`config.mk`:
```
export PLATFORM = sky130hd
export DESIGN_NAME = rtp_ray_dispatch_ctrl
export DESIGN_NICKNAME = d
export VERILOG_FILES = /design/src/rtl/rtp_ray_dispatch_ctrl.sv
export SDC_FILE = /design/constraint.sdc
export NUM_CORES = 1
export LEC_CHECK = 0
export ABC_AREA = 0
export CORE_MARGIN = 1.5
export CORE_UTILIZATION = 45
export CTS_BUF_LIST = sky130_fd_sc_hd__clkbuf_2
export CTS_CLUSTER_SIZE = 24
export DETAILED_ROUTE_END_ITERATION = 7
export GPL_TIMING_DRIVEN = 0
export PLACE_DENSITY = 0.79
export SKIP_LAST_GASP = 1
export SYNTH_ARGS = -nofsm -noshare
export SYNTH_HDL_FRONTEND = slang
export SYNTH_SLANG_ARGS = --single-unit
```
`constraint.sdc`:
```
create_clock -name clock -period 10.5 [get_ports clock]
set_clock_uncertainty 0.1 [all_clocks]
set_input_delay 2.1 -clock clock [delete_from_list [all_inputs] [get_ports clock]]
set_output_delay 2.1 -clock clock [all_outputs]
set_load 0.02 [all_outputs]
```
`src/rtl/rtp_ray_dispatch_ctrl.sv`:
```
// Ray batch dispatcher: issues IDs 0..num_rays-1 under an in-flight credit cap, retires
// completions into the result RAM. `RTP_PERF_CNT_EN adds perf_cycles/perf_stalls outputs.
module rtp_ray_dispatch_ctrl #(
  parameter int RAY_W        = 16,
  parameter int MAX_INFLIGHT = 8,
  parameter int IF_W         = 4
) (
  input  logic             clock,
  input  logic             reset,
  input  logic             start,
  input  logic [RAY_W-1:0] num_rays,
  output logic             issue_valid,
  input  logic             issue_ready,
  output logic [RAY_W-1:0] issue_ray_id,
  input  logic             cmpl_valid,
  input  logic [RAY_W-1:0] cmpl_ray_id,
  input  logic [31:0]      cmpl_hitT,
  output logic             res_we,
  output logic [RAY_W-1:0] res_addr,
  output logic [31:0]      res_data,
  output logic [IF_W-1:0]  inflight,
  output logic             busy,
  output logic             done,
  output logic             err
`ifdef RTP_PERF_CNT_EN
  ,
  output logic [31:0]      perf_cycles,
  output logic [31:0]      perf_stalls
`endif
);

  localparam logic [1:0] S_IDLE  = 2'd0;
  localparam logic [1:0] S_ISSUE = 2'd1;
  localparam logic [1:0] S_DRAIN = 2'd2;
  localparam logic [1:0] S_DONE  = 2'd3;

  localparam logic [IF_W-1:0] CAP = IF_W'(MAX_INFLIGHT);

  logic [1:0]     state;
  // One extra bit so a batch of 2**RAY_W-1 rays never wraps the compare.
  logic [RAY_W:0] num_q;
  logic [RAY_W:0] issued;
  logic [RAY_W:0] retired;
  logic [RAY_W:0] issued_nxt;
  logic [RAY_W:0] retired_nxt;
  logic           active;
  logic           xfer;
  logic           cmpl_ok;
  logic           cmpl_bad;

  assign active       = (state == S_ISSUE) || (state == S_DRAIN);
  assign issue_valid  = (state == S_ISSUE) && (inflight < CAP);
  assign issue_ray_id = issued[RAY_W-1:0];
  assign xfer         = issue_valid && issue_ready;
  assign cmpl_ok      = active && cmpl_valid && (inflight != '0);
  assign cmpl_bad     = active && cmpl_valid && (inflight == '0);
  assign issued_nxt   = issued + (RAY_W+1)'(xfer);
  assign retired_nxt  = retired + (RAY_W+1)'(cmpl_ok);
  assign busy         = (state != S_IDLE);
  assign done         = (state == S_DONE);

  always_ff @(posedge clock) begin
    if (reset) begin
      state    <= S_IDLE;
      num_q    <= '0;
      issued   <= '0;
      retired  <= '0;
      inflight <= '0;
      err      <= 1'b0;
      res_we   <= 1'b0;
      res_addr <= '0;
      res_data <= '0;
    end else begin
      res_we <= 1'b0;
      case (state)
        S_IDLE: begin
          if (start) begin
            num_q    <= {1'b0, num_rays};
            issued   <= '0;
            retired  <= '0;
            inflight <= '0;
            err      <= 1'b0;
            state    <= (num_rays == '0) ? S_DONE : S_ISSUE;
          end
        end
        S_ISSUE, S_DRAIN: begin
          issued   <= issued_nxt;
          retired  <= retired_nxt;
          inflight <= inflight + IF_W'(xfer) - IF_W'(cmpl_ok);
          // A completion with nothing outstanding is a pipeline bug: flag it, never wrap.
          if (cmpl_bad) begin
            err <= 1'b1;
          end
          if (cmpl_ok) begin
            res_we   <= 1'b1;
            res_addr <= cmpl_ray_id;
            res_data <= cmpl_hitT;
          end
          if ((state == S_ISSUE) && (issued_nxt == num_q)) begin
            state <= S_DRAIN;
          end else if ((state == S_DRAIN) && (retired_nxt == num_q)) begin
            state <= S_DONE;
          end
        end
        default: state <= S_IDLE;
      endcase
    end
  end

`ifdef RTP_PERF_CNT_EN
  always_ff @(posedge clock) begin
    if (reset) begin
      perf_cycles <= '0;
      perf_stalls <= '0;
    end else if ((state == S_IDLE) && start) begin
      perf_cycles <= '0;
      perf_stalls <= '0;
    end else if (active) begin
      if (perf_cycles != 32'hFFFF_FFFF) begin
        perf_cycles <= perf_cycles + 32'd1;
      end
      if (issue_valid && !issue_ready && (perf_stalls != 32'hFFFF_FFFF)) begin
        perf_stalls <= perf_stalls + 32'd1;
      end
    end
  end
`endif

endmodule

```
# Word level (Yosys, flattened, before mapping)
# Index checks and enable logic that the tools add are counted.
# totals
ff_bits,106
input_bits,69
out_inout_bits,73
# op_classes
addsub,4
magnitude_cmp,1
n_eq_ne,8
mux,14
bitwise,1
n_reduce_logical,21
# ops
op,count
17-bit one-hot mux with 2 select lines,2
17-bit by 1-bit adder with 17-bit output,2
17-bit by 16-bit equality test with 1-bit output,2
17-bit two-way mux,1
16-bit zero test,1
2-bit two-way mux,4
4-bit one-hot mux with 2 select lines,1
2-bit AND reduction,4
1-bit logical AND,7
4-bit by 1-bit adder with 4-bit output,1
"2-bit equality test, second input constant",2
4-bit zero test,1
"4-bit less-than comparator, second input constant",1
4-bit two-way mux,1
"2-bit inequality test, second input constant",2
2-bit one-hot mux with 2 select lines,1
2-bit nonzero test,2
4-bit nonzero test,1
2-bit OR reduction,2
4-bit by 1-bit subtractor with 4-bit output,1
1-bit two-way mux,3
"3-bit inequality test, second input constant",1
3-bit AND reduction,1
"2-bit by 1-bit equality test with 1-bit output, second input constant",1
4 further kinds,4

# Longest topological paths before layout
# depth
depth_word,10
depth_mapped,16

# Worst setup path after synthesis
# Ideal clock, no wire load.
# synth_path
path_type,input-to-reg
from,input port issue_ready
to,register state[0]
setup_time_ps,101
t_arrival_ps,4856
slack_ps,5443
cell_stages,11
n_path_buf,0
cell_sequence,and2_1 > ha_1 > ha_1 > nand3_4 > nor4_4 > mux2_1 > mux2_4 > or4_4 > o32ai_4 > o211ai_1 > o41ai_1
# synth_via
elab_chain_len,6
elab_cells_between_ends,8
cone_classes,add/sub (1); eq/ne (2); mux (2); reduce/logical (3)
# synth_rtl
element,line,source
"start, declared",13,"input logic issue_ready,"
1-bit logical AND (*),54,assign xfer = issue_valid && issue_ready;
17-bit by 1-bit adder with 17-bit output (*),57,assign issued_nxt = issued + (RAY_W+1)'(xfer);
17-bit by 16-bit equality test with 1-bit output (*),99,if ((state == S_ISSUE) && (issued_nxt == num_q)) begin
1-bit logical AND (*),99,
2-bit two-way mux or 3-bit inequality test (tied branches),n/a,
2-bit one-hot mux with 2 select lines or 2-bit AND reduction (tied branches),n/a,
"end signal, assigned",83,state <= (num_rays == '0) ? S_DONE : S_ISSUE;
"end, declared",39,logic [1:0] state;
# Mark *: on every way between the ends. The rest lies on a longest branch, timed or not.
# A chain may end at the register's enable or synchronous reset.

# Worst setup path in the final report
# layout_path
from,input port cmpl_valid
to,register state[0]
# layout_via
elab_chain_len,7
# layout_rtl
element,line,source
"start, declared",15,"input logic cmpl_valid,"
1-bit logical AND (2 in a row),55,assign cmpl_ok = active && cmpl_valid && (inflight != '0);
via cmpl_ok,48,logic cmpl_ok;
17-bit by 1-bit adder with 17-bit output,58,assign retired_nxt = retired + (RAY_W+1)'(cmpl_ok);
17-bit by 16-bit equality test with 1-bit output,101,end else if ((state == S_DRAIN) && (retired_nxt == num_q)) begin
1-bit logical AND,101,
3-bit inequality test (no source line),n/a,
2-bit AND reduction (no source line),n/a,
# The timed path passes the listed nets, and every way through them passes these cells.

==> results_dict.tcl <==
set metrics [dict create \
    setup.worst_path.class "input pin to flip-flop" \
    cts.sinks 106 \
    firstDrtPassIters 5 \
    crit_path_top_delay_cell "or4_1" \
    powerDensity_nw_per_um2 141.4 \
    crit_required_ns 10.97 \
    ys.flop_type "dfxtp_1" \
    pin_count 142 \
    antenna_found_initial 0 \
    finalCriticalPeriod_ns 5.645 \
    yosys.area.top_type "dfxtp_1" \
    cp_top_family "simple AND/OR/NAND/NOR gates" \
    switching_power_uw 418.7 \
    fin_setup_tns_ns 0 \
    num_rows 40 \
    crit_path_max_incr_delay_ns 0.67 \
    synthesis.area_sq_um 5690 \
    leakage_nw 2.596 \
    vias 5668 \
    finalWirelength_mm 16.23 \
    p_clk_share_pct 19.7 \
    synth_seq_area_share_pct 37.29 \
    slew_violations 0 \
    rsz0062_at_grt "no" \
    via_per_inst 5.248 \
    hold_viol 0 \
    synth_edf_count 0 \
    internal-power_uw 631.2 \
    die_area_sq_um 13330 \
    grt-ovfl-total 0 \
    grtUsageTotal_pct 25.03 \
    drv_cap 0 \
    maxClockFrequency_ghz 0.1771 \
    grt_pass1_wl_mm 26.00 \
    synth.distinct_cells 59 \
    wl_per_cell_um 15.03 \
    ys_seq_elements 106 \
    holdCritPathClass "flip-flop to flip-flop" \
    nNetsFinal 990 \
    combPwrFrac_pct 37.7 \
    gp_congestion 0.9531 \
    clkSlewWorstSetupHoldPaths_ns 0.30 \
    yosysWarningCount 0 \
    coreArea_sq_um 12160 \
    p_sw_share_pct 39.88 \
    dp.cells 1063 \
    status "finished clean" \
    crit_arrival_ns 6.11 \
    path_cells "clkdlybuf4s50_1 > nand2_1 > or2_2 > clkbuf_1 > inv_1 > clkbuf_1 > ha_1 > nand4_1 > or4_1 > xnor2_1 > nor2_1 > nand4_1 > nor4_2 > o211ai_1 > o41ai_1" \
    critical_path.max_fanout 12 \
    die_w_um 115.5 \
    ys_async_sr_fraction_pct 0 \
    ctsHoldBuffers 0 \
    cts_buffers 9 \
    slew_headroom_pct 49.43 \
    syn_nets 839 \
    cts.root.buffer_cell "clkbuf_2" \
    seqPwrFrac_pct 42.7 \
    htree_num_levels 3 \
    die_h_um 115.5 \
    drc_errors 0 \
    yosys-top-cells-area "dfxtp_1 37%, nand2_1 11%, a21oi_1 8.7%" \
    cts_setup_buffers 0 \
    cts_resized 0 \
    setup_violations 0 \
    avgSynthCellArea_sq_um 7.537 \
    post-route-period-util_pct 53.76 \
    syn_inst 755 \
    utilization_pct 61.07 \
    cts.path.max_buffers 2 \
    insertion_delay_ns 0.64 \
    dpl.hpwl_mm 12.25 \
    crit_buf_inv 4 \
    synth_top_cell_area_share_pct 37.29 \
    grt_pass1_vias 5153 \
    drt_iter0_markers 451 \
    grt_max_degree 19 \
    end_kind "flip-flop" \
    setup.worst_path.start_class "input pin" \
    fin_cells 1080 \
    irDropWorstVdd_v 0.00008118 \
    drive_above_1_share_pct 5.708 \
    numPortBuffers 140 \
    syn_to_final_growth_pct 30.52 \
    cts_tree "yes" \
    worst_pin_slew_ns 0.7516 \
    start_util_pct 46.79 \
    drtAntennaViolNets 0 \
]
power groups by stage:
stage,sequential (mW),combinational [mW],clock [mW]
2_1_floorplan,0.448,0.256,0
3_3_place_gp,0.454,0.386,0
3_5_place_dp,0.455,0.388,0
4_1_cts,0.448,0.390,0.212
5_1_grt,0.450,0.431,0.227
6_report,0.448,0.395,0.206
flip-flops by register name, indices dropped and copies added (netlist names):
register / count
err: 1
res_addr: 16
inflight: 4
state: 2
num_q: 16
res_data: 32
issued: 17
res_we: 1
retired: 17
cell families after synthesis:
group           share of synthesized area (%)
fa+ha+maj                               3.430
xor+xnor                                6.772
buf+inv                                 6.882
simple gates                            27.90
flops                                   37.29
mux                                     1.209
compound gates                          16.51
worst register-to-register path: cells and delay by family (launching register included):
family | cells | cell delay [ns]
adder cells (fa/ha/maj) | 2 | 0.71
flip-flops | 1 | 0.43
XOR/XNOR | 1 | 0.19
buffers and inverters | 4 | 0.88
AO/OA/AOI/OAI | 2 | 0.25
AND/OR/NAND/NOR | 7 | 1.97
layout by cell type, fill, tap and decap left out, drive strengths merged, types with 13 or more instances in the layout:
cell	Yosys	routed
nor4	13	13
xor2	13	13
nor2	53	53
o21ai	15	15
nand3	28	28
clkbuf	45	54
dfxtp	106	106
clkdlybuf4s50	0	140
a21oi	99	99
xnor2	31	31
buf	25	25
nand4	15	15
ha	14	14
nor3	25	25
inv	15	17
nand2	175	175
metrics by stage:
stage	cell area, sq um	power [mW]	setup WS (ns)	hold slack [ns]
floorplan	5690	0.7045	5.443	0.3536
global placement	7302	0.8403	4.263	0.3404
detailed placement	7302	0.8424	4.248	0.3457
CTS	7425	1.050	4.963	0.3732
global route	7425	1.108	4.704	0.3890
finish	7427	1.050	4.855	0.3721
final timing paths:
check,from,endpoint,slack (ns),cells past startpoint
setup / recovery,cmpl_valid,state[0]$_SDFFE_PP0P_,4.85,15
hold / removal,res_data[23]$_SDFFE_PP0P_,res_data[23]$_SDFFE_PP0P_,0.37,2
setup reg to reg,state[0]$_SDFFE_PP0P_,state[0]$_SDFFE_PP0P_,5.92,16
hold reg to reg,res_data[23]$_SDFFE_PP0P_,res_data[23]$_SDFFE_PP0P_,0.37,2
routing by layer:
metal	global-route usage (%)	part of all wire, %	vias up
li1	-	-	2868
met5	0	0	-
met3	8.891	12	23
met2	38.62	44	235
met4	9.959	2.1	0
met1	32.05	42	2542
Yosys cell counts, types with 4 or more instances:
| master | count |
|---|---|
| inv_1 | 15 |
| nand3_1 | 26 |
| nor2_1 | 53 |
| buf_4 | 18 |
| nor2b_1 | 5 |
| dfxtp_1 | 106 |
| ha_1 | 14 |
| xor2_1 | 13 |
| a21o_1 | 4 |
| nand2_1 | 174 |
| nor3_1 | 25 |
| o21ai_0 | 15 |
| nand4_1 | 14 |
| or3_1 | 5 |
| clkbuf_1 | 45 |
| a22oi_1 | 9 |
| buf_2 | 4 |
| a21oi_1 | 99 |
| a2bb2oi_1 | 9 |
| nor4_1 | 10 |
| xnor2_1 | 31 |
| nand2b_1 | 4 |
cell type report:
| type | count | area [sq um] |
|---|---|---|
| Fill cell | 1098 | 4735 |
| Multi-Input combinational cell | 564 | 3177 |
| Sequential cell | 106 | 2122 |
| Timing Repair Buffer | 140 | 1401 |
| Buffer | 70 | 335.3 |
| Tap cell | 168 | 210.2 |
| Clock inverter | 7 | 77.57 |
| Inverter | 15 | 56.30 |
| Clock buffer | 9 | 45.04 |
| Antenna cell | 1 | 2.502 |
(Power assumes the default switching activity.)
